--- src/rtl/rf_pkg.sv ---
// rf_pkg: shared defaults and geometry helpers for the register file
package rf_pkg;
   localparam int N_DEF     = 32;
   localparam int AW_DEF    = 5;
   localparam int ZERO_ADDR = 0;
   function automatic int depth(input int aw);
      return 1 << aw;
   endfunction
endpackage

--- src/rtl/mux_pow2_nbit.sv ---
// mux_pow2_nbit: balanced 2^AW:1 N-bit read multiplexer
module mux_pow2_nbit
   import rf_pkg::*;
#(
   parameter int N  = N_DEF,
   parameter int AW = AW_DEF
) (
   input  logic [N-1:0]  d_i [depth(AW)],
   input  logic [AW-1:0] sel_i,
   output logic [N-1:0]  y_o
);
   // direct index keeps the selection a flat tree rather than a priority chain
   always_comb y_o = d_i[sel_i];
endmodule

--- src/rtl/reg_file_nbit.sv ---
// reg_file_nbit: 2^AW x N register file, one sync write port, two comb read ports
module reg_file_nbit
   import rf_pkg::*;
#(
   parameter int N        = N_DEF,
   parameter int AW       = AW_DEF,
   parameter int ZERO_REG = 1,
   parameter int BYPASS   = 1
) (
   input  logic          clk,
   input  logic          rst_n,
   input  logic          WE,
   input  logic [AW-1:0] WA,
   input  logic [N-1:0]  WD,
   input  logic [AW-1:0] RA0,
   input  logic [AW-1:0] RA1,
   output logic [N-1:0]  RD0,
   output logic [N-1:0]  RD1
);
   localparam int            DEPTH = depth(AW);
   localparam logic [AW-1:0] ZA    = AW'(ZERO_ADDR);
   localparam bit            ZR    = ZERO_REG != 0;
   localparam bit            BP    = BYPASS != 0;
   logic [N-1:0] mem_q [DEPTH];
   logic [N-1:0] mux0, mux1;
   logic         wr_en, zr0, zr1, byp0, byp1;
   // qualify writes, zero-register hits and forwarding matches
   always_comb begin
      wr_en = WE && !(ZR && WA == ZA);
      zr0   = ZR && RA0 == ZA;
      zr1   = ZR && RA1 == ZA;
      byp0  = BP && rst_n && WE && WA == RA0;
      byp1  = BP && rst_n && WE && WA == RA1;
   end
   // storage: reset clears every entry and overrides any write in the same cycle
   always_ff @(posedge clk) begin
      if (!rst_n) begin
         for (int i = 0; i < DEPTH; i++) mem_q[i] <= '0;
      end else if (wr_en) begin
         mem_q[WA] <= WD;
      end
   end
   mux_pow2_nbit #(.N(N), .AW(AW)) u_mux0 (.d_i(mem_q), .sel_i(RA0), .y_o(mux0));
   mux_pow2_nbit #(.N(N), .AW(AW)) u_mux1 (.d_i(mem_q), .sel_i(RA1), .y_o(mux1));
   // zero register wins over forwarding, which wins over stored data
   always_comb begin
      RD0 = zr0 ? '0 : byp0 ? WD : mux0;
      RD1 = zr1 ? '0 : byp1 ? WD : mux1;
   end
endmodule

--- config.mk ---
export PLATFORM = sky130hd
export DESIGN_NAME = reg_file_nbit
export DESIGN_NICKNAME = d
export VERILOG_FILES = /design/src/rtl/rf_pkg.sv /design/src/rtl/mux_pow2_nbit.sv /design/src/rtl/reg_file_nbit.sv
export SDC_FILE = /design/constraint.sdc
export NUM_CORES = 2
export LEC_CHECK = 0
export ABC_AREA = 1
export CELL_PAD_IN_SITES_DETAIL_PLACEMENT = 1
export CELL_PAD_IN_SITES_GLOBAL_PLACEMENT = 1
export CORE_AREA = 3 3 368 370
export CTS_BUF_LIST = sky130_fd_sc_hd__clkbuf_16
export CTS_CLUSTER_DIAMETER = 100
export DETAILED_ROUTE_END_ITERATION = 10
export DIE_AREA = 0 0 371 373
export PLACE_DENSITY_LB_ADDON = 0.12
export SETUP_SLACK_MARGIN = 0.3
export SLEW_MARGIN = 25
export SYNTH_ARGS = -nofsm -noshare
export SYNTH_HDL_FRONTEND = slang
export SYNTH_SLANG_ARGS = --single-unit
--- constraint.sdc ---
create_clock -name clk -period 2.8 [get_ports clk]
set_input_delay 0.28 -clock clk [delete_from_list [all_inputs] [get_ports clk]]
set_output_delay 0.28 -clock clk [all_outputs]
set_load 0.005 [all_outputs]
Word-level counts from Yosys, hierarchy flattened

Cells that the tools add are included.

Output and inout port bits: 64
Word-level logic and storage cells: 63
Register bits: 1024
Bits of input ports: 50

Equal/unequal tests: 2
Magnitude comparators: 4
Muxes and demuxes: 13
Bitwise logic cells: 3
Reduce and logical (&&, ||, !) cells: 9

Operator list:

| operator           | count |
|---|---|
| $bwmux 1024        | 1 |
| $bmux 32 s5        | 2 |
| $mux 32            | 9 |
| $demux 32 s5       | 1 |
| $ge 6x6->1 const B | 3 |
| $not 5->6          | 3 |
| $logic_not 5->1    | 3 |
| $eq 5x5->1         | 2 |
| $lt 6x1->1 const B | 1 |
| $logic_and 1x1->1  | 5 |
| $logic_not 1->1    | 1 |

Longest topological paths before layout

Depth in word-level cells: 6
Depth in mapped cells: 13
Depth with buffers taken out: 10

Modules after synthesis

From an unflattened synthesis, not the netlist that was laid out.

Cell total of the unflattened synthesis: 8884
Area, all modules: 56090.0 um2

Modules (own cells, without submodules):

| module        | instances | sequential area each (um2) | area an instance (um2) | cells each |
|---|---|---|---|---|
| reg_file_nbit | 1         | 20499.7                    | 34496.8                | 4022 |
| mux_pow2_nbit | 2         | 0.0                        | 10796.6                | 2431 |

Worst setup path before layout

OpenSTA, ideal clock, no wires.

Kind: input port to output port
From: in RA1[0]
To: out RD1[23]
Arrival time: 1.452 ns
Slack: 1.068 ns
Data required time: 2.520 ns
Buffers on the path: 4
Stages on the path: 12
Cells stage by stage: buf_2 inv_2 buf_2 buf_2 buf_2 nand2_1 nand3_1 nand3_1 nand3_1 a21oi_1 nor2_1 nor2_1

Longest elaborated chain between the ends: 6
Elaborated cells between the ends (all ways): 9
Classes of those cells: eq/ne: 1; mux: 5; bitwise: 1; reduce/logical: 2

RTL lines:

| item                                       | RTL line            | source |
|---|---|---|
| start: declaration                         | reg_file_nbit.sv:16 | `input logic [AW-1:0] RA1,` |
| $not 5->6 (implied by the code)            | mux_pow2_nbit.sv:13 | `always_comb y_o = d_i[sel_i];` |
| $bmux 32 s5                                | mux_pow2_nbit.sv:13 |  |
| $mux 32 (implied by the code) (2 in a row) | mux_pow2_nbit.sv:13 |  |
| $mux 32                                    | reg_file_nbit.sv:48 | `RD1 = zr1 ? '0 : byp1 ? WD : mux1;` |
| $mux 32 (*)                                | reg_file_nbit.sv:48 |  |
| end: declaration                           | reg_file_nbit.sv:18 | `output logic [N-1:0] RD1` |

Mark *: on every way between the ends. The rest lies on a longest branch, timed or not. The select of a mux whose other input is x is not followed.

Worst setup path in the final report

From: reg mem_q[352] in the netlist's numbering
To: out RD0[0]

Longest elaborated chain between the ends: 5

RTL lines:

| item                                       | RTL line            | source |
|---|---|---|
| start: declaration                         | reg_file_nbit.sv:24 | `logic [N-1:0] mem_q [DEPTH];` |
| start signal: indexed assignment           | reg_file_nbit.sv:40 | `mem_q[WA] <= WD;` |
| $bmux 32 s5                                | mux_pow2_nbit.sv:13 |  |
| $mux 32 (implied by the code) (2 in a row) | mux_pow2_nbit.sv:13 |  |
| $mux 32 (2 in a row)                       | reg_file_nbit.sv:47 | `RD0 = zr0 ? '0 : byp0 ? WD : mux0;` |
| end: declaration                           | reg_file_nbit.sv:17 | `output logic [N-1:0] RD0,` |

Every way passes these cells. The select of a mux whose other input is x is not followed.

==> results.toml <==
[run_status]
status = "finished, final reports clean"

[timing]
fmax_mhz = 371
period_share_pct = 96.3
setup_viol = 0
tightestPinTransition_ps = 965
fin_tns_setup_ps = 0
slew_headroom_pct = 35.7
timing_hold_violations_final = 0
rsz0062_at_grt = "yes"
worst_slack_ps = 102
min_period_ps = 2700
fin_skew_ps = 0
slew_violations = 0

[global_route]
grt_pass1_vias = 65100
antenna_found_initial = 12
grt_max_degree = 233
grt_pass1_wl_um = 415000
gr-total-overflow = 0
grt_util_all_layers_pct = 39.1

[placement]
dp_hpwl_um = 170000
pre_cts_slack_ps = -137
gp_congestion = 0.900
portBuffers = 113

[final_layout]
finalNetCount = 9035
largest_register_ffs = 1024
largest-register = "mem_q"
fillerInstances = 17500
multiInputGateArea_sq_um = 30500
reg_top3 = "mem_q (1024)"
drive_gt1_share_pct = 12.6
regArea_sq_um = 20600
area_growth_pct = 18.7

[routing]
final_antenna_net_count = 0
vias = 66100
drc = 0
drt_pre_antenna_iters = 6
drtIter0Drc = 7068
finalWirelength_um = 281000
wl_per_cell_um = 25.9
viasPerCell = 6.09

[floorplan]
die_x_um = 371
start_util_pct = 42.7
die_y_um = 373
floorplan.die_area_sq_um = 138000
rows = 134
core_area_sq_um = 133000
ioPinCount = 114

[power_and_ir_drop]
powerDensity_nw_per_um2 = 542
p_leak_nw = 29.4
ir_worst_vdd_v = 0.000462

[yosys]
synth-seq-cells = 1024
syn_nets = 9215
yosysUniqueCellTypes = 25
yosysSeqAreaShare_pct = 36.1
netlist_area_sq_um = 56700
syn_area_per_cell_sq_um = 6.19
ys_warn_count = 0
synthCells = 9165

[cts]
cts.clk_slew.worst_paths_ps = 60
h-tree-depth = 3
cts_hold_buffers = 0
cts_tree = "built"
clock_latency_ps = 750
cts_made_buffers = 119
cts_root_buffer = "clkbuf_16"
cts.sinks = 1024
clockBufferDepth = 3

[min_path]
min_path_type = "primary input to flip-flop"
min_to = "mem_q[441]"
hold_start = "rst_n"
holdPathStages = 4

[setup_path]
startpoint = "mem_q[352]"
regToRegSetupSlack_ps = 1990
worstSetupEndpointType = "output port"
r2r_cells = 3
crit_arrival_ps = 2420
required_ps = 2520
r2r_end = "mem_q[116]"
r2r_start = "mem_q[116]"
crit_path_start_kind = "flip-flop"
crit_type = "flip-flop to output port"
cp_max_fo = 3

[run]
drv_cap = 0
## worst max-delay path: stages, from the launching register on
cell and delay (ps):
dfxtp_1 330, or2_2 290, nand3_1 70, nand3_1 100, nand3_2 130, nand3_2 80
nand2_2 130, a21oi_2 60, clkdlybuf4s50_1 450
## cell usage after synthesis
cell type,number,area [sq um]
nor2_1,573,2150
buf_2,234,1170
nor3_1,8,40.0
nand3_2,2,20.0
xor2_1,3,26.3
nor2_2,6,37.5
nand4_1,2,12.5
o21ai_0,1114,5580
o22ai_1,4,25.0
nand2_2,1,6.26
a21oi_1,961,4810
or2_2,32,200
dfxtp_1,1024,20500
o211ai_1,191,1430
o21ai_1,31,155
inv_1,943,3540
inv_2,43,161
buf_1,83,312
nor3_2,2,20.0
buf_6,2,22.5
nand3_1,1452,7270
nor2_4,3,33.8
clkbuf_1,525,1970
buf_4,2,15.0
nand2_1,1924,7220
## per-stage QoR
stage | utilization [%] | cell area, sq um | hold slack [ps] | instances | power (mW)
2_1_floorplan | - | 56700 | 407 | 9165 | 18.3
3_3_place_gp | 46.4 | 61700 | 414 | 10600 | 20.8
3_5_place_dp | 46.4 | 61700 | 419 | 10600 | 20.9
4_1_cts | 49.9 | 66400 | 78.1 | 10800 | 36.3
5_1_grt | 50.6 | 67300 | 108 | 10900 | 37.6
6_report | 50.6 | 67300 | 71.8 | 10900 | 36.5
## worst max path at each step
stage	end	depth (start not counted)
6_report	RD0[0]	8
5_1_grt	RD0[0]	9
4_1_cts	RD0[0]	8
3_5_place_dp	RD1[15]	11
3_3_place_gp	RD1[11]	13
2_1_floorplan	RD1[23]	12
## area by class of cell
cell class	count	area share, %
multi-input cells	6309	45.3
flip-flops and latches	1024	30.6
repair buffers	543	9.57
inverters	986	5.65
clock buffers	121	4.50
well taps	1768	3.29
clock inverters	104	1.05
repair inverters	2	0.0335
diodes	5	0.0186
## cell usage in the layout (no fill, tap or decap), types with 6 or more instances in the layout
| cell type | instances |
|---|---|
| buf_6 | 13 |
| nor3_1 | 7 |
| clkbuf_2 | 26 |
| inv_1 | 913 |
| nor2_4 | 12 |
| nand2_2 | 63 |
| dlymetal6s2s_1 | 6 |
| a21oi_1 | 920 |
| nand3_2 | 129 |
| nor2_1 | 546 |
| dfxtp_1 | 968 |
| clkinv_1 | 36 |
| o21ai_0 | 1093 |
| o211ai_1 | 191 |
| nand2_4 | 24 |
| clkdlybuf4s50_1 | 33 |
| nor2_2 | 24 |
| or2_2 | 30 |
| inv_2 | 68 |
| nand2_1 | 1838 |
| a21oi_2 | 34 |
| buf_12 | 156 |
| buf_2 | 13 |
| buf_16 | 10 |
| nand3_4 | 14 |
| o21ai_1 | 51 |
| nand3_1 | 1311 |
| a21oi_4 | 7 |
| clkbuf_16 | 125 |
| dlygate4sd2_1 | 17 |
| buf_4 | 256 |
| clkinv_2 | 47 |
| dfxtp_2 | 55 |
| bufinv_16 | 9 |
| inv_6 | 6 |
## kinds of logic after synthesis
| logic type | synth area share (%) |
|---|---|
| AOI/OAI and AO/OA | 21.2 |
| xor gates and xnor gates | 0.0463 |
| buffers and inverters | 12.7 |
| DFF | 36.1 |
| and+or+nand+nor | 30.0 |
## metal layers
metal	vias to the layer above	global-route usage, %	share of wire [%]
li1	29600	-	-
met1	32500	52.2	41
met2	3261	60.5	43
met3	822	6.83	9.6
met4	0	19.4	5.9
met5	-	0	0
## power by group
group / leakage, nW / internal, mW / switching [mW] / total [mW]
combinational: 19.2 / 2.04 / 4.21 / 6.25
sequential: 8.29 / 14.8 / 0.0680 / 14.8
clock: 1.92 / 8.60 / 6.79 / 15.4
## what timing repair did
item / in CTS / in global routing
hold endpoints to repair: 0 / 0
pin swaps: 100 / 139
gates resized for setup: 377 / 293
setup endpoints to repair: 64 / 64
buffers inserted: 5 / 19
gates cloned: 1 / 6
Note: power is estimated with default switching activity, not from simulation.
